[config.mk]
export PLATFORM = sky130hd
export DESIGN_NAME = ysyx_040729_pipe_ctrl
export DESIGN_NICKNAME = d
export VERILOG_FILES = /design/src/rtl/ysyx_040729_pipe_ctrl.sv
export SDC_FILE = /design/constraint.sdc
export NUM_CORES = 1
export LEC_CHECK = 0
export ABC_AREA = 1
export CAP_MARGIN = 15
export CORE_MARGIN = 2
export CORE_UTILIZATION = 50
export DETAILED_ROUTE_END_ITERATION = 10
export PLACE_DENSITY_LB_ADDON = 0.3
export RECOVER_POWER = 25
export REMOVE_ABC_BUFFERS = 1
export SETUP_SLACK_MARGIN = 0.1
export SYNTH_ARGS = -nofsm -noshare
export SYNTH_HDL_FRONTEND = slang
export SYNTH_SLANG_ARGS = --single-unit
[constraint.sdc]
create_clock -name clock -period 2.1 [get_ports clock]
set_input_delay 0.315 -clock clock [delete_from_list [all_inputs] [get_ports clock]]
set_output_delay 0.315 -clock clock [all_outputs]
set_load 0.02 [all_outputs]
[src/rtl/ysyx_040729_pipe_ctrl.sv]
// Pipeline hazard/stall controller: derives PC and pipeline-register load/flush enables
// from fetch, hazard, busy and redirect conditions, with a stall counter and hazard timeout flag.
module ysyx_040729_pipe_ctrl #(
  parameter int unsigned HAZARD_MAX = 2,
  parameter int unsigned CNT_WIDTH  = 32
) (
  input  logic                 clock,
  input  logic                 reset,
  input  logic                 ifu_valid_i,
  input  logic                 mem_hazard_i,
  input  logic                 exu_busy_i,
  input  logic                 lsu_busy_i,
  input  logic                 system_jump_i,
  input  logic                 redirect_i,
  output logic                 pc_we_o,
  output logic                 ifid_we_o,
  output logic                 idex_we_o,
  output logic                 exmem_we_o,
  output logic                 ifid_flush_o,
  output logic                 idex_flush_o,
  output logic [1:0]           state_o,
  output logic                 hazard_err_o,
  output logic [CNT_WIDTH-1:0] stall_cycles_o
);

  typedef enum logic [1:0] {
    StRun   = 2'b00,
    StHaz   = 2'b01,
    StBusy  = 2'b10,
    StRedir = 2'b11
  } state_e;

  localparam int unsigned HcntW = (HAZARD_MAX > 1) ? $clog2(HAZARD_MAX) : 1;
  localparam logic [HcntW-1:0] HcntLoad = HcntW'(HAZARD_MAX - 1);

  state_e               state_q, state_d;
  logic                 pend_q, pend_d;
  logic [HcntW-1:0]     hcnt_q, hcnt_d;
  logic                 err_q, err_d;
  logic [CNT_WIDTH-1:0] stall_q, stall_d;

  logic pc_we, ifid_we, idex_we, exmem_we, ifid_flush, idex_flush;
  logic jump_go, run_rules;

  // A pending or fresh jump waits only for the LSU to drain.
  assign jump_go = (system_jump_i | pend_q) & ~lsu_busy_i;

  always_comb begin
    pc_we      = 1'b0;
    ifid_we    = 1'b0;
    idex_we    = 1'b0;
    exmem_we   = 1'b0;
    ifid_flush = 1'b0;
    idex_flush = 1'b0;
    state_d    = state_q;
    pend_d     = pend_q;
    hcnt_d     = hcnt_q;
    err_d      = err_q;
    run_rules  = 1'b0;

    if (jump_go) begin
      pc_we      = 1'b1;
      ifid_flush = 1'b1;
      idex_flush = 1'b1;
      exmem_we   = 1'b1;
      pend_d     = 1'b0;
      hcnt_d     = '0;
      state_d    = StRedir;
    end else if (exu_busy_i || lsu_busy_i) begin
      if (system_jump_i) pend_d = 1'b1;
      state_d = StBusy;
    end else begin
      unique case (state_q)
        StHaz: begin
          if (mem_hazard_i) begin
            idex_flush = 1'b1;
            exmem_we   = 1'b1;
            if (hcnt_q == '0) err_d = 1'b1;
            else hcnt_d = hcnt_q - 1'b1;
          end else begin
            run_rules = 1'b1;
          end
        end
        StRedir: begin
          idex_we  = 1'b1;
          exmem_we = 1'b1;
          if (ifu_valid_i) begin
            pc_we   = 1'b1;
            ifid_we = 1'b1;
            state_d = StRun;
          end else begin
            ifid_flush = 1'b1;
          end
        end
        default: run_rules = 1'b1;
      endcase

      if (run_rules) begin
        state_d = StRun;
        if (mem_hazard_i) begin
          idex_flush = 1'b1;
          exmem_we   = 1'b1;
          hcnt_d     = HcntLoad;
          state_d    = StHaz;
        end else if (redirect_i && ifu_valid_i) begin
          pc_we      = 1'b1;
          ifid_flush = 1'b1;
          idex_we    = 1'b1;
          exmem_we   = 1'b1;
          state_d    = StRedir;
        end else if (!ifu_valid_i) begin
          ifid_flush = 1'b1;
          idex_we    = 1'b1;
          exmem_we   = 1'b1;
        end else begin
          pc_we    = 1'b1;
          ifid_we  = 1'b1;
          idex_we  = 1'b1;
          exmem_we = 1'b1;
        end
      end
    end
  end

  // Saturating count of cycles without a PC load.
  always_comb begin
    stall_d = stall_q;
    if (!pc_we && (stall_q != '1)) stall_d = stall_q + CNT_WIDTH'(1);
  end

  always_ff @(posedge clock or negedge reset) begin
    if (!reset) begin
      state_q <= StRun;
      pend_q  <= 1'b0;
      hcnt_q  <= '0;
      err_q   <= 1'b0;
      stall_q <= '0;
    end else begin
      state_q <= state_d;
      pend_q  <= pend_d;
      hcnt_q  <= hcnt_d;
      err_q   <= err_d;
      stall_q <= stall_d;
    end
  end

  // Reset forces bubbles into both front registers and blocks every load.
  assign pc_we_o        = reset & pc_we;
  assign ifid_we_o      = reset & ifid_we;
  assign idex_we_o      = reset & idex_we;
  assign exmem_we_o     = reset & exmem_we;
  assign ifid_flush_o   = ~reset | ifid_flush;
  assign idex_flush_o   = ~reset | idex_flush;
  assign state_o        = state_q;
  assign hazard_err_o   = err_q;
  assign stall_cycles_o = stall_q;

endmodule

# After elaboration in Yosys (flattened, before gate mapping)

Cells that the tools add are included.

Flip-flop bits (word level): 37
Input port bits: 8
Output and inout bits: 41
Word-level logic and storage cells: 92

$add $sub $neg: 2
Eq/ne operators: 4
Muxes and demuxes: 57
Bitwise gates (word level): 13
Reductions and logical operators: 11

Operators by type and width:

| operator              | count |
|---|---|
| $mux 1                | 48 |
| $add 32x1->32 const B | 1 |
| $ne 32x32->1 const B  | 1 |
| $mux 2                | 7 |
| $reduce_bool 4->1     | 2 |
| $and 1x1->1           | 5 |
| $not 1->1             | 5 |
| $reduce_and 5->1      | 1 |
| $pmux 1 s2            | 2 |
| $reduce_and 2->1      | 2 |
| $reduce_bool 2->1     | 2 |
| $or 1x1->1            | 3 |
| $eq 2x1->1 const B    | 1 |
| $eq 2x2->1 const B    | 1 |
| $logic_and 1x1->1     | 2 |
| $ne 2x2->1 const B    | 1 |
| $logic_not 1->1       | 1 |
| $logic_or 1x1->1      | 1 |
| $sub 1x1->1 const B   | 1 |

# Logic depth before layout (Yosys ltp)

Depth in word-level cells: 10
Mapped depth: 11
Depth with buffers taken out: 10

# Least setup slack after synthesis

OpenSTA, ideal clock, no wires.

Path kind: reg2reg
Start: reg stall_q[1], in the netlist stall_cycles_o[1]
End: reg stall_q[14], in the netlist stall_cycles_o[14]
Setup time: 117 ps
Data arrival time: 1665 ps
Data required time: 1983 ps
Setup slack: 318 ps
Stages on the path, launching flop included: 12
Buffers on the path: 1
Period minus slack after synthesis: 1782 ps
Path through: dfrtp_1 > ha_1 > nand2_2 > nor2_4 > nand2_4 > nor2_8 > nand2_4 > nand2_8 > inv_6 > buf_8 > nand2_2 > nand2_1

Longest elaborated chain between the ends: 2
Elaborated cells between the ends (all ways): 3
Those cells by class: add/sub (1); eq/ne (1); reduce/logical (1)

RTL lines:

| what                                                                  | line | text |
|---|---|---|
| from (decl)                                                           | 40   | `logic [CNT_WIDTH-1:0] stall_q, stall_d;` |
| from (signal assigned)                                                | 143  | `stall_q <= stall_d;` |
| parallel branches: the longest is 2 deep, another holds $add 32x1->32 | --   |  |

Parallel ways; which one is timed is not known.
A chain may end at the register's enable or synchronous reset.

# Final worst setup path

Start: in system_jump_i
End: out exmem_we_o

Longest elaborated chain between the ends: 4

RTL lines:

| what        | line | text |
|---|---|---|
| from (decl) | 13   | `input logic system_jump_i,` |
| $or 1x1->1  | 46   | `assign jump_go = (system_jump_i \| pend_q) & ~lsu_busy_i;` |
| $and 1x1->1 | 46   |  |
| $mux 1      | 61   | `if (jump_go) begin` |
| $and 1x1->1 | 151  | `assign exmem_we_o = reset & exmem_we;` |
| to (decl)   | 18   | `output logic exmem_we_o,` |

Every way passes these cells.

==> results.yml <==
worst_setup_path:
  reg2reg_depth: 10
  worstSetupStartpointType: "input port"
  slack_of_the_worst_reg_to_reg_path_ns: 0.26
  timing.critical_path.arrival_ns: 1.64
  cp_data_required_time_ns: 1.78
  path_class: "input port to output pin"
  path_max_fanout: 5
  timing.rr.end: "stall_cycles_o[26]"
  endpoint_kind: "output pin"
  regToRegStartpoint: "stall_cycles_o[0]"
global_routing:
  globalRoute.totalOverflow: 0
  grt_max_degree: 26
  global_route_wire_length_before_repair_um: 11000
  number_of_global_route_vias_before_repair: 2448
  antenna_found_initial: 0
  gr_util_all_layers_pct: 23.1
final_layout:
  area_growth_pct: 26.7
  diodes: 0
  fillers: 456
  final_cell_mix: "184 x sky130_fd_sc_hd__nand2_1, 57 x sky130_fd_sc_hd__nor2_1, 41 x sky130_fd_sc_hd__clkdlybuf4s50_1"
  final_layout_size_suffix_gt1_share_pct: 10.1
  number_of_cells_in_the_finished_layout_apart_from_fillers: 536
  finish.net_count: 474
  final_common_cell: "sky130_fd_sc_hd__nand2_1"
die:
  io_pins: 49
  die_width_um: 76.0
  initial_utilization_pct: 51.4
  num_rows: 26
  chipHeight_um: 76.0
  fp.coreArea_um2: 5040
  design.die.area_um2: 5770
cts:
  clk-insertion-delay-late_ns: 0.30
  clock_tree_from_tritoncts: "done"
  clock_tree.buffer_depth: 2
  cts_h_tree_depth: 2
  cts_root_buffer: "sky130_fd_sc_hd__clkbuf_8"
  clock_sinks: 37
  postCtsHoldBufs: 0
  tritoncts_buffer_count: 5
  clkSlewWorstSetupHoldPaths_ns: 0.08
run_status:
  result_of_the_run: "finished clean"
sta:
  setup_viol_count_final: 0
  unrepaired_setup_endpoints_after_global_routing: "true"
  worst_hold_slack_ns: 0.378
  post-route-min-period_ns: 1.96
  finalMaxSlewViolations: 0
  hold_violations: 0
  tightestPinTransition_ns: 1.13
  final_min_period_over_clock_period_pct: 93.2
  slew_headroom_pct: 24.9
  achievable-frequency_mhz: 511
  skew_ns: 0.00866
pwr:
  power_density_nw_per_um2: 551
  power_leakage_nw: 1.56
  irDropWorstVdd_mv: 0.643
placement:
  place.detailed.hpwl_um: 4800
  finalWeightedCongestion: 0.902
  io_buffers: 48
  dpl.cell_count: 525
detailed_routing:
  vias_per_cell: 4.86
  drtAntennaViolNets: 0
  drt_first_iter_violations: 144
  detail_route.first_pass.iterations: 4
  top_layer_used: "met4"
  via_count: 2606
  detailroute.wirelength.met3_um: 358
  met1Wirelength_um: 2810
  detailroute.wirelength.met2_um: 3040
  remaining_drc_errors: 0
  totalWireLength_um: 6340
  avgRoutedWirePerCell_um: 11.8
synthesis:
  synth_area_um2: 2590
  post_synth_inst_count: 399
  avgSynthCellArea_um2: 6.49
  ys_ff_latch: 37
  library_cells_used_by_synthesis: 28
  portion_of_the_post_synthesis_area_used_by_sequential_elements_pct: 35.7
  yosys_warnings: 0
min_path:
  type_of_the_most_critical_hold_path: "input port to asynchronous set/reset pin"
run:
  max_cap_viol_count: 0
report_power, final:
group          internal (mW)  switching, mW  total (mW)
clock                  0.230          0.264       0.494
sequential             0.767         0.0675       0.835
combinational          0.207          0.273       0.480
total                   1.20          0.605        1.81
what timing repair did:
item | in CTS | in global routing
setup endpoints to repair | 6 | 19
resized for setup | 9 | 9
setup buffers | 0 | 2
pin swaps | 0 | 2
hold endpoints to repair | 0 | 0
gates cloned | 0 | 1
final cells by class:
class / count / area [um^2] / area share (%)
Clock inverter: 2 / 10.0 / 0.305
Tap cell: 70 / 87.6 / 2.67
Timing Repair Buffer: 63 / 564 / 17.2
Clock buffer: 6 / 72.6 / 2.21
Sequential cell: 37 / 926 / 28.2
Multi-Input combinational cell: 318 / 1470 / 44.7
Inverter: 40 / 155 / 4.73
worst max-delay path by stage:
stage	startpoint	to	slack (ns)	depth (start not counted)
floorplan	stall_cycles_o[1]	stall_cycles_o[28]	0.31	10
global placement	system_jump_i	idex_we_o	-0.22	7
detailed placement	system_jump_i	idex_we_o	-0.29	7
CTS	system_jump_i	idex_we_o	0.08	7
global route	system_jump_i	exmem_we_o	0.06	6
finish	system_jump_i	exmem_we_o	0.14	6
cells in the mapped netlist:
cell type                     n  area share, %
sky130_fd_sc_hd__xor2_1       8            2.7
sky130_fd_sc_hd__a21oi_1      2           0.39
sky130_fd_sc_hd__nor2_2       1           0.24
sky130_fd_sc_hd__o31ai_1      1           0.29
sky130_fd_sc_hd__nor2_8       1           0.77
sky130_fd_sc_hd__ha_1         1           0.48
sky130_fd_sc_hd__o311ai_0     1           0.34
sky130_fd_sc_hd__nor2_4       2           0.87
sky130_fd_sc_hd__buf_8        1           0.58
sky130_fd_sc_hd__o2111ai_1    1           0.34
sky130_fd_sc_hd__o211ai_1     1           0.29
sky130_fd_sc_hd__o21ai_0      4           0.77
sky130_fd_sc_hd__buf_6        4            1.7
sky130_fd_sc_hd__nand3b_1     2           0.58
sky130_fd_sc_hd__nand2_1    184             27
sky130_fd_sc_hd__nand2_4      2           0.87
sky130_fd_sc_hd__inv_6        1           0.34
sky130_fd_sc_hd__xnor2_1      5            1.7
sky130_fd_sc_hd__a21oi_4      1           0.63
sky130_fd_sc_hd__nor3_1       2           0.39
sky130_fd_sc_hd__nand4_1      7            1.7
sky130_fd_sc_hd__nor2_1      59            8.6
sky130_fd_sc_hd__dfrtp_1     37             36
sky130_fd_sc_hd__o21bai_1     1           0.29
sky130_fd_sc_hd__nand2_2     11            2.7
sky130_fd_sc_hd__inv_1       39            5.7
sky130_fd_sc_hd__nand2_8      1           0.77
sky130_fd_sc_hd__nand3_1     19            3.7
per-layer routing:
| layer | vias up | track usage, % |
|---|---|---|
| met5 | - | 0 |
| met4 | 0 | 8.73 |
| met3 | 13 | 4.27 |
| met2 | 77 | 39.2 |
| met1 | 1163 | 29.5 |
| li1 | 1353 | - |
cell families after synthesis:
group,count (synthesis),share of synthesized area [%]
flops,37,35.7
buf+inv,45,8.31
compound gates,12,3.33
fa+ha+maj,1,0.483
simple gates,291,47.7
xor+xnor,13,4.40
sequential cells by signal, summed over array words and instances, names as in the netlist:
register	count
hazard_err_o	1
pend_q	1
state_o	2
stall_cycles_o	32
hcnt_q	1
through the flow:
step	TNS, ns	cell area, um^2	util (%)	setup slack [ns]	power [mW]
floorplan	0	2530	-	0.306	1.12
global placement	-0.822	3190	63.3	-0.219	1.32
detailed placement	-1.02	3190	63.3	-0.285	1.33
CTS	0	3270	64.9	0.0784	1.82
global route	0	3280	65.1	0.0582	1.91
finish	0	3280	65.1	0.143	1.81
worst max-delay path: stages:
cell	delay, ns
sky130_fd_sc_hd__clkdlybuf4s50_1	0.46
sky130_fd_sc_hd__nor2_1	0.05
sky130_fd_sc_hd__nor2_1	0.19
sky130_fd_sc_hd__inv_1	0.15
sky130_fd_sc_hd__a21oi_1	0.14
sky130_fd_sc_hd__dlygate4sd2_1	0.34
Note: power is estimated with default switching activity, not from simulation.
